===== config.mk =====
export PLATFORM = sky130hd
export DESIGN_NAME = irq_unit_fifo_flat
export DESIGN_NICKNAME = d
export VERILOG_FILES = /design/src/rtl/ni_config_pkg.sv /design/src/rtl/irq_unit_fifo_if.sv /design/src/rtl/irq_queue.sv /design/src/rtl/irq_unit_fifo.sv /design/src/flat_wrapper.sv
export SDC_FILE = /design/constraint.sdc
export NUM_CORES = 1
export LEC_CHECK = 0
export CAP_MARGIN = 20
export CELL_PAD_IN_SITES_DETAIL_PLACEMENT = 2
export CELL_PAD_IN_SITES_GLOBAL_PLACEMENT = 2
export CORE_MARGIN = 3
export CORE_UTILIZATION = 40
export DETAILED_ROUTE_END_ITERATION = 16
export PLACE_DENSITY = 0.81
export SYNTH_ARGS = -nofsm -noshare
export SYNTH_HDL_FRONTEND = slang
export SYNTH_SLANG_ARGS = --single-unit

===== constraint.sdc =====
create_clock -name clk -period 4.05 [get_ports clk]
set_clock_uncertainty 0.2 [all_clocks]
set_input_delay 0.6075 -clock clk [delete_from_list [all_inputs] [get_ports clk]]
set_output_delay 0.6075 -clock clk [all_outputs]
set_load 0.05 [all_outputs]

===== src/rtl/ni_config_pkg.sv =====
// Shared NI config-space definitions: bank ids, IRQ bank register map and
// STATUS word layout used by the interrupt bank and its software model.
package ni_config_pkg;

    localparam logic [2:0]  IRQ_BANK   = 3'b100;
    localparam logic [31:0] EMPTY_WORD = 32'hFFFF_FFFF;

    typedef enum logic [1:0] {
        IRQ_POP_DATA   = 2'd0,
        IRQ_POP_REMOTE = 2'd1,
        IRQ_STATUS     = 2'd2,
        IRQ_RSVD       = 2'd3
    } irq_reg_e;

    localparam int STATUS_DATA_OVF   = 31;
    localparam int STATUS_REMOTE_OVF = 30;
    localparam int STATUS_REMOTE_CNT = 8;
    localparam int STATUS_DATA_CNT   = 0;

    function automatic logic [31:0] irq_status_word(input logic d_ovf, input logic r_ovf,
                                                    input logic [7:0] d_cnt, input logic [7:0] r_cnt);
        logic [31:0] w;
        w = '0;
        w[STATUS_DATA_OVF]            = d_ovf;
        w[STATUS_REMOTE_OVF]          = r_ovf;
        w[STATUS_REMOTE_CNT +: 8]     = r_cnt;
        w[STATUS_DATA_CNT +: 8]       = d_cnt;
        return w;
    endfunction

endpackage


===== src/rtl/irq_unit_fifo_if.sv =====
// Config-bus slice seen by one NI config bank: request strobes in, registered
// read data and error back out.
interface irq_unit_fifo_if;
    logic [13:0] config_addr;
    logic        config_en;
    logic        config_wr;
    logic [31:0] config_wdata;
    logic        sel;
    logic [31:0] rdata;
    logic        error;

    modport master (output config_addr, config_en, config_wr, config_wdata, sel,
                    input  rdata, error);
    modport slave  (input  config_addr, config_en, config_wr, config_wdata, sel,
                    output rdata, error);
endinterface


===== src/rtl/irq_queue.sv =====
// Circular interrupt-entry queue. A pop on a full queue frees the slot that a
// same-cycle push refills, so full+push+pop never overflows.
module irq_queue #(
    parameter  int DEPTH       = 16,
    parameter  int ENTRY_WIDTH = 16,
    localparam int PTR_W       = $clog2(DEPTH),
    localparam int CNT_W       = PTR_W + 1
) (
    input  logic                   clk,
    input  logic                   reset,
    input  logic                   push_i,
    input  logic                   pop_i,
    input  logic [ENTRY_WIDTH-1:0] din_i,
    output logic [ENTRY_WIDTH-1:0] dout_o,
    output logic [CNT_W-1:0]       count_o,
    output logic                   full_o,
    output logic                   empty_o
);
    logic [ENTRY_WIDTH-1:0] mem_q [DEPTH];
    logic [PTR_W-1:0]       head_q, head_d, tail_q, tail_d;
    logic [CNT_W-1:0]       count_q, count_d;
    logic                   do_push, do_pop;

    assign full_o  = (count_q == CNT_W'(DEPTH));
    assign empty_o = (count_q == '0);
    assign do_pop  = pop_i & ~empty_o;
    assign do_push = push_i & (~full_o | do_pop);

    always_comb begin
        head_d  = head_q;
        tail_d  = tail_q;
        count_d = count_q;
        if (do_pop)  head_d = head_q + PTR_W'(1);
        if (do_push) tail_d = tail_q + PTR_W'(1);
        case ({do_push, do_pop})
            2'b10:   count_d = count_q + CNT_W'(1);
            2'b01:   count_d = count_q - CNT_W'(1);
            default: ;
        endcase
    end

    always_ff @(posedge clk) begin
        if (reset) begin
            head_q  <= '0;
            tail_q  <= '0;
            count_q <= '0;
        end else begin
            head_q  <= head_d;
            tail_q  <= tail_d;
            count_q <= count_d;
        end
    end

    // Storage is left unreset; pointers alone define which slots are live.
    always_ff @(posedge clk) begin
        if (do_push) mem_q[tail_q] <= din_i;
    end

    assign dout_o  = mem_q[head_q];
    assign count_o = count_q;

endmodule


===== src/rtl/irq_unit_fifo.sv =====
// NI config bank 3'b100: DATA and REMOTE interrupt queues drained by
// processor reads, with sticky overflow flags and one level irq per queue.
module irq_unit_fifo
    import ni_config_pkg::*;
#(
    parameter int DEPTH       = 16,
    parameter int ENTRY_WIDTH = 16
) (
    input  logic                   clk,
    input  logic                   reset,
    irq_unit_fifo_if.slave         bus,
    input  logic                   push_data,
    input  logic                   push_remote,
    input  logic [ENTRY_WIDTH-1:0] irq_entry,
    output logic                   data_irq,
    output logic                   remote_irq
);
    localparam int CNT_W = $clog2(DEPTH) + 1;

    logic                   acc, rd_acc, status_rd, pop_data, pop_remote;
    irq_reg_e               reg_sel;
    logic [ENTRY_WIDTH-1:0] d_head, r_head;
    logic [CNT_W-1:0]       d_count, r_count;
    logic                   d_full, r_full, d_empty, r_empty;
    logic [31:0]            rdata_q, rdata_d;
    logic                   error_q, error_d;
    logic                   d_ovf_q, d_ovf_d, r_ovf_q, r_ovf_d;
    logic                   unused_bits;

    assign acc        = bus.config_en & bus.sel;
    assign rd_acc     = acc & ~bus.config_wr;
    assign reg_sel    = irq_reg_e'(bus.config_addr[1:0]);
    assign pop_data   = rd_acc & (reg_sel == IRQ_POP_DATA);
    assign pop_remote = rd_acc & (reg_sel == IRQ_POP_REMOTE);
    assign status_rd  = rd_acc & (reg_sel == IRQ_STATUS);
    assign unused_bits = ^{bus.config_wdata, bus.config_addr[13:2]};

    irq_queue #(.DEPTH(DEPTH), .ENTRY_WIDTH(ENTRY_WIDTH)) u_data_q (
        .clk(clk), .reset(reset), .push_i(push_data), .pop_i(pop_data), .din_i(irq_entry),
        .dout_o(d_head), .count_o(d_count), .full_o(d_full), .empty_o(d_empty)
    );

    irq_queue #(.DEPTH(DEPTH), .ENTRY_WIDTH(ENTRY_WIDTH)) u_remote_q (
        .clk(clk), .reset(reset), .push_i(push_remote), .pop_i(pop_remote), .din_i(irq_entry),
        .dout_o(r_head), .count_o(r_count), .full_o(r_full), .empty_o(r_empty)
    );

    always_comb begin
        rdata_d = '0;
        error_d = 1'b0;
        if (bus.config_wr) begin
            error_d = 1'b1;
        end else begin
            unique case (reg_sel)
                IRQ_POP_DATA:   rdata_d = d_empty ? EMPTY_WORD : 32'(d_head);
                IRQ_POP_REMOTE: rdata_d = r_empty ? EMPTY_WORD : 32'(r_head);
                IRQ_STATUS:     rdata_d = irq_status_word(d_ovf_q, r_ovf_q, 8'(d_count), 8'(r_count));
                default:        error_d = 1'b1;
            endcase
        end
    end

    // A drop in the same cycle as a STATUS read must survive the clear.
    assign d_ovf_d = (push_data   & d_full & ~pop_data)   | (d_ovf_q & ~status_rd);
    assign r_ovf_d = (push_remote & r_full & ~pop_remote) | (r_ovf_q & ~status_rd);

    always_ff @(posedge clk) begin
        if (reset) begin
            rdata_q <= '0;
            error_q <= 1'b0;
            d_ovf_q <= 1'b0;
            r_ovf_q <= 1'b0;
        end else begin
            if (acc) begin
                rdata_q <= rdata_d;
                error_q <= error_d;
            end
            d_ovf_q <= d_ovf_d;
            r_ovf_q <= r_ovf_d;
        end
    end

    assign bus.rdata  = rdata_q;
    assign bus.error  = error_q;
    assign data_irq   = ~d_empty;
    assign remote_irq = ~r_empty;

endmodule


===== src/flat_wrapper.sv =====
// flat-port wrapper written by rule: the top's interface ports become plain ports
module irq_unit_fifo_flat import ni_config_pkg::*;
#(
    parameter int DEPTH       = 16,
    parameter int ENTRY_WIDTH = 16
)
  (clk, reset, push_data, push_remote, irq_entry, data_irq, remote_irq, bus_config_addr, bus_config_en, bus_config_wr, bus_config_wdata, bus_sel, bus_rdata, bus_error);
  irq_unit_fifo_if bus_i ();
  input  logic clk;
  input  logic reset;
  input  logic push_data;
  input  logic push_remote;
  input  logic [ENTRY_WIDTH-1:0] irq_entry;
  output logic data_irq;
  output logic remote_irq;
  input wire logic [$bits(bus_i.config_addr)-1:0] bus_config_addr;
  input wire logic [$bits(bus_i.config_en)-1:0] bus_config_en;
  input wire logic [$bits(bus_i.config_wr)-1:0] bus_config_wr;
  input wire logic [$bits(bus_i.config_wdata)-1:0] bus_config_wdata;
  input wire logic [$bits(bus_i.sel)-1:0] bus_sel;
  output wire logic [$bits(bus_i.rdata)-1:0] bus_rdata;
  output wire logic [$bits(bus_i.error)-1:0] bus_error;
  assign bus_i.config_addr = bus_config_addr;
  assign bus_i.config_en = bus_config_en;
  assign bus_i.config_wr = bus_config_wr;
  assign bus_i.config_wdata = bus_config_wdata;
  assign bus_i.sel = bus_sel;
  assign bus_rdata = bus_i.rdata;
  assign bus_error = bus_i.error;
  irq_unit_fifo #(.DEPTH(DEPTH), .ENTRY_WIDTH(ENTRY_WIDTH)) u_core (.clk(clk), .reset(reset), .bus(bus_i), .push_data(push_data), .push_remote(push_remote), .irq_entry(irq_entry), .data_irq(data_irq), .remote_irq(remote_irq));
endmodule

==> Word level (Yosys, flattened, before mapping) <==
Memories as Yosys holds them, arrays and structs flattened. A register that Yosys moved wholly into a read port is not among the register bits.
Cells that the tools add are included.
W data, S select, Z words.
{ "totals": {"mem_count": 2, "wordCells": 77, "latch_bits": 0, "mem_bits_ro": 0, "out_inout_bits": 35, "inputBits": 69, "reg_bits": 61, "mem_bits_rw": 512} }
{ "memory_table": {"columns": ["name", "words", "width", "rd", "rd_ports_with_merged_regs", "write_ports", "line", "rtl"], "rows": [
  ["u_core.u_data_q.mem_q", 16, 16, 1, 1, 1, "irq_queue.sv:19", "logic [ENTRY_WIDTH-1:0] mem_q [DEPTH];"],
  ["u_core.u_remote_q.mem_q", 16, 16, 1, 1, 1, "irq_queue.sv:19", null]
]} }
{ "classes": {"add_sub_neg": 8, "n_reduce_logical": 6, "bitwise_logic": 27, "n_shift": 0, "n_mux": 16, "multipliers": 0, "magnitude_cmp": 0, "div_mod_pow": 0, "n_eq_ne": 8} }
{ "op_table": {"columns": ["cell", "count"], "rows": [
  ["$mux W32", 3],
  ["$pmux W32 S3", 1],
  ["$pmux W5 S2", 2],
  ["$add A4 B1 Y4 const B", 4],
  ["$mux W4", 4],
  ["$and A1 B1 Y1", 15],
  ["$add A5 B1 Y5 const B", 2],
  ["$eq A5 B5 Y1 const B", 2],
  ["$logic_not A5 Y1", 2],
  ["$sub A5 B1 Y5 const B", 2],
  ["$not A1 Y1", 8],
  ["$eq A2 B1 Y1 const B", 3],
  ["$eq A2 B2 Y1 const B", 3],
  ["$mux W1", 6],
  ["$or A1 B1 Y1", 4],
  ["$reduce_bool A2 Y1", 2],
  ["$reduce_or A3 Y1", 1],
  ["$logic_not A2 Y1", 1]
]} }

==> Logic depth before layout (Yosys ltp) <==
{ "depth": {"ltp_word": 8, "depth_mapped": 10, "mapped_depth_nobuf": 9} }

==> Hierarchy <==
From an unflattened synthesis, not the netlist that was laid out.
{ "unflattened": {"hier_cells": 1190, "area_unflattened_um2": 22454.0} }
{ "by_module_without_submodules": {"columns": ["mod", "area_each_um2", "seq_area_each_um2", "cells_each", "n_inst"], "rows": [
  ["irq_queue at u_core.u_remote_q", 10606.4, 8027.7, 522, 1],
  ["irq_queue at u_core.u_data_q", 10605.2, 8027.7, 522, 1],
  ["irq_unit_fifo", 1242.4, 440.4, 146, 1]
]} }

==> Worst setup path after synthesis <==
OpenSTA, ideal clock, no wires.
{ "synth_path": {"path_kind": "input to register", "startpoint": "input bus_config_addr[0]", "endpoint": "memory u_core.u_data_q.mem_q[3][0], enable pin", "required_ps": 3420, "setup_time_ps": 430, "cell_stages": 5, "path_buffers": 1, "slack_ps": 440, "t_arrival_ps": 2980, "path_cell_list": "clkbuf_1 > or2_1 > nor2_1 > o21ai_2 > nor4_1"} }
{ "synth_between": {"elab_chain_cells": 7} }
{ "synth_lines": {"columns": ["item", "line", "rtl"], "rows": [
  ["from (decl)", "flat_wrapper.sv:16", "input wire logic [$bits(bus_i.config_addr)-1:0] bus_config_addr;"],
  ["$logic_not A2 Y1", "irq_unit_fifo.sv:33", "assign pop_data = rd_acc & (reg_sel == IRQ_POP_DATA);"],
  ["$and A1 B1 Y1", "irq_unit_fifo.sv:33", null],
  ["$and A1 B1 Y1", "irq_queue.sv:26", "assign do_pop = pop_i & ~empty_o;"],
  ["$or A1 B1 Y1", "irq_queue.sv:27", "assign do_push = push_i & (~full_o | do_pop);"],
  ["$and A1 B1 Y1", "irq_queue.sv:27", null],
  ["$mux W1", "irq_queue.sv:56", "if (do_push) mem_q[tail_q] <= din_i;"],
  ["$mux W1 (implied by the code)", "irq_queue.sv:56", null],
  ["to (decl)", "irq_queue.sv:19", null]
]} }
Every way passes these cells.

==> Worst setup path in the final report <==
{ "layout_path": {"startpoint": "register u_core.u_remote_q.count_q[1] (netlist: u_core.u_remote_q.count_o[1])", "endpoint": "output remote_irq"} }
{ "layout_between": {"elab_chain_cells": 2} }
{ "layout_lines": {"columns": ["item", "line", "rtl"], "rows": [
  ["from (decl)", "irq_queue.sv:21", "logic [CNT_W-1:0] count_q, count_d;"],
  ["from (signal assigned)", "irq_queue.sv:50", "count_q <= count_d;"],
  ["$logic_not A5 Y1", "irq_queue.sv:25", "assign empty_o = (count_q == '0);"],
  ["$not A1 Y1", "irq_unit_fifo.sv:86", "assign remote_irq = ~r_empty;"],
  ["to (decl)", "flat_wrapper.sv:15", "output logic remote_irq;"]
]} }
Every way passes these cells.

==> impl_metrics.csv <==
group,metric,value,unit
status,status,"completed",
setup_path,reg2reg_slack,1050,ps
detailed_routing,via_per_inst,5.928,
synthesis,synth_area_leaders,"edfxtp_1 (68%), mux4_2 (9.4%), dfxtp_1 (5.0%), mux2i_1 (3.3%), mux4_1 (1.4%)",
min_path,worstHoldPathCells,2,
clock_tree,cts_resized,0,
clock_tree,cts_made_buffers,57,
synthesis,synth_edf_count,512,
timing,period_minus_slack,3486,ps
clock_tree,hold_buffers,0,
setup_path,cp_max_fo,8,
pwr,p_per_area,489.4,nW/um2
detailed_routing,drtPass1Iterations,6,
placement,gp_congestion,0.8012,
timing,drv_slew,0,
clock_tree,cts_tree,"yes",
synthesis,syn_area,22520,um2
finish,layout-drive-gt1-share,20.27,%
clock_tree,clkSinkCount,568,
clock_tree,cts_setup_buffers,0,
min_path,holdPathEnd,"u_core.bus.rdata[31]$_SDFFE_PP0N_",
synthesis,syn-num-nets,1310,
setup_path,ff2ff_path_depth,6,
synthesis,yosys.area.top_type,"edfxtp_1",
clock_tree,clk_latency,630,ps
global_routing,grt_usage,23.89,%
synthesis,ys_seq_elements,568,
timing,fmax,0.2869,GHz
synthesis,synth_top_area_share,68.27,%
synthesis,synth_flop_cell,"edfxtp_1",
global_routing,grt_pass1_vias,14003,
setup_path,critPathLaunchType,"flip-flop",
clock_tree,h-tree-depth,2,
timing,setup_viol,0,
synthesis,yosysWarnings,0,
global_routing,gr-total-overflow,0,
min_path,hold_start,"u_core.bus.rdata[31]$_SDFFE_PP0N_",
finish,layout.nets,1428,
clock_tree,root_buffer,"clkbuf_16",
clock_tree,clockBufferDepth,3,
timing,period_share,86.07,%
synthesis,synth-seq-area-share,73.25,%
setup_path,worstPathArrival,2680,ps
finish,area_growth,18.00,%
global_routing,grt_pass1_wl,102.7,mm
synthesis,synthDistinctLibCells,53,
timing,finalHoldViolCount,0,
setup_path,worstSetupEndpointType,"primary output",
detailed_routing,vias,12710,
floorplan,ios,104,
setup_path,rr_startpoint,"u_core.u_data_q.count_o[3]$_SDFFE_PP0P_",
timing,finalWorstSetupSlack,564.1,ps
timing,worst_pin_slew,1085,ps
floorplan,core,55420,um2
clock_tree,clk_pin_slew_worst_paths,70,ps
floorplan,start_util,40.64,%
detailed_routing,drt_wl_total,70.85,mm
timing,rsz0062_at_grt,"false",
detailed_routing,drtIter0Drc,1432,
detailed_routing,wire_per_inst,33.04,um
global_routing,grt_max_degree,40,
min_path,min_path_type,"reg2reg",
placement,post-place-ws,495.4,ps
synthesis,synthCells,1229,
synthesis,syn_avg_cell_area,18.32,um2
timing,setup_tns,0,ps
global_routing,antenna_found_initial,1,
flow_run,drv_cap,0,
setup_path,timing.rr.end,"u_core.u_data_q.mem_q[10][8]$_DFFE_PP_",
setup_path,path_class,"reg2out",
synthesis,synthArstFlopShare,0,%
floorplan,dieHeight,243.3,um
detailed_routing,ant_nets,0,
pwr,max-vdd-ir-drop,311.9,uV
finish,n_antenna_cell,0,
placement,numPortBuffers,59,
setup_path,cp.required,3240,ps
floorplan,core.rowCount,86,
detailed_routing,drc,0,
pwr,p_leak,0.008372,uW
placement,hpwl,41.26,mm
pwr,total_power,13000,uW
floorplan,die_area,59180,um2
finish,nFillCells,4998,
floorplan,die_width,243.3,um
timing,slew_headroom,27.41,%
==> sequential cells by signal, indices dropped and copies added, names as in the netlist, named ones only <==
name	cells
u_core.bus.error	1
u_core.bus.rdata	19
u_core.d_ovf_q	1
u_core.r_ovf_q	1
u_core.u_data_q.count_o	5
u_core.u_data_q.head_q	4
u_core.u_data_q.mem_q	256
u_core.u_data_q.tail_q	4
u_core.u_remote_q.count_o	5
u_core.u_remote_q.head_q	4
u_core.u_remote_q.mem_q	256
u_core.u_remote_q.tail_q	4
==> critical path, stage by stage, from the launching register on <==
cell,delay (ps)
dfxtp_1,450
nor4_2,480
nand2_1,320
clkdlybuf4s50_1,800
==> cell usage after synthesis, types with 13 or more instances <==
cell type and count:
a21oi_1 27, a22oi_1 20, and3_1 13, buf_4 22, clkbuf_1 35, dfxtp_1 56, edfxtp_1 512, inv_1 14
mux2i_1 74, mux4_2 94, nand2_1 75, nand3_1 15, nand4_1 24, nor2_1 59, nor2b_1 22, o21a_1 13
==> kinds of logic after synthesis <==
kind of cell / Yosys count / share of synthesized area [%]
muxes: 182 / 14.19
and+or+nand+nor: 238 / 5.089
xor gates and xnor gates: 17 / 0.6612
AOI/OAI and AO/OA: 120 / 3.962
DFF: 568 / 73.25
buffers and inverters: 92 / 2.178
adders and majority gates: 12 / 0.6667
==> routing by layer <==
layer / track usage (%) / vias to the layer above / part of all wire, %
met1: 31.98 / 6834 / 40
met2: 39.56 / 571 / 50
met4: 7.750 / 2 / 2.9
met5: 0 / - / 0.0099
li1: - / 5190 / -
met3: 4.600 / 113 / 7.0
==> where the power goes <==
group	internal [uW]	leakage (uW)	switching, uW	total [uW]
clock network	3480	0.000986	2380	5860
registers	6470	0.00508	62.5	6530
logic	207	0.00230	406	613
total	10200	0.00837	2850	13000
==> how the worst max path moves through the flow <==
stage                                              startpoint                                         to  slack [ps]  cells after the start
floorplan                                  bus_config_addr[0]      u_core.u_data_q.mem_q[3][0]$_DFFE_PP_         440                      5
global placement                           bus_config_addr[1]    u_core.u_data_q.count_o[2]$_SDFFE_PP0P_         570                      7
detailed placement                         bus_config_addr[1]  u_core.u_remote_q.count_o[2]$_SDFFE_PP0P_         500                      8
CTS                 u_core.u_remote_q.count_o[1]$_SDFFE_PP0P_                                 remote_irq         530                      3
global route        u_core.u_remote_q.count_o[1]$_SDFFE_PP0P_                                 remote_irq         410                      3
finish              u_core.u_remote_q.count_o[1]$_SDFFE_PP0P_                                 remote_irq         560                      3
==> cells in the final DEF (no fill, tap or decap), drive strengths merged, types with 5 or more instances in the layout <==
cell type and count:
a222oi 10, o211ai 5, clkdlybuf4s50 55, nor2b 22, o21ai 8, xor2 12
ha 12, clkbuf 86, a21oi 27, nand2 75, edfxtp 512, clkinv 15
dfxtp 56, o21a 13, nand4 24, xnor2 5, bufinv 13, mux4 106
mux2i 74, inv 15, buf 75, a31oi 8, a22oi 20, nor4 7
nor3 8, nand3 15, and3 13, a221o 8, nor2 59
==> stage by stage <==
stage          cells  hold slack [ps]  cell area [um2]  utilization (%)
2_1_floorplan   1229            259.1            22520                -
3_3_place_gp    2023            245.8            24230            43.72
3_5_place_dp    2023            251.5            24230            43.72
4_1_cts         2131            260.3            26260            47.38
5_1_grt         2144            281.0            26570            47.95
6_report        2144            256.4            26570            47.95
==> area by class of cell <==
class	count	area [um2]	area share (%)
Tap cell	748	935.9	3.522
Timing Repair Buffer	137	1466	5.518
Sequential cell	568	16510	62.12
Inverter	14	52.55	0.1978
Clock inverter	29	496.7	1.869
Multi-Input combinational cell	569	5585	21.02
Clock buffer	79	1529	5.754
Note: power is estimated with default switching activity, not from simulation.
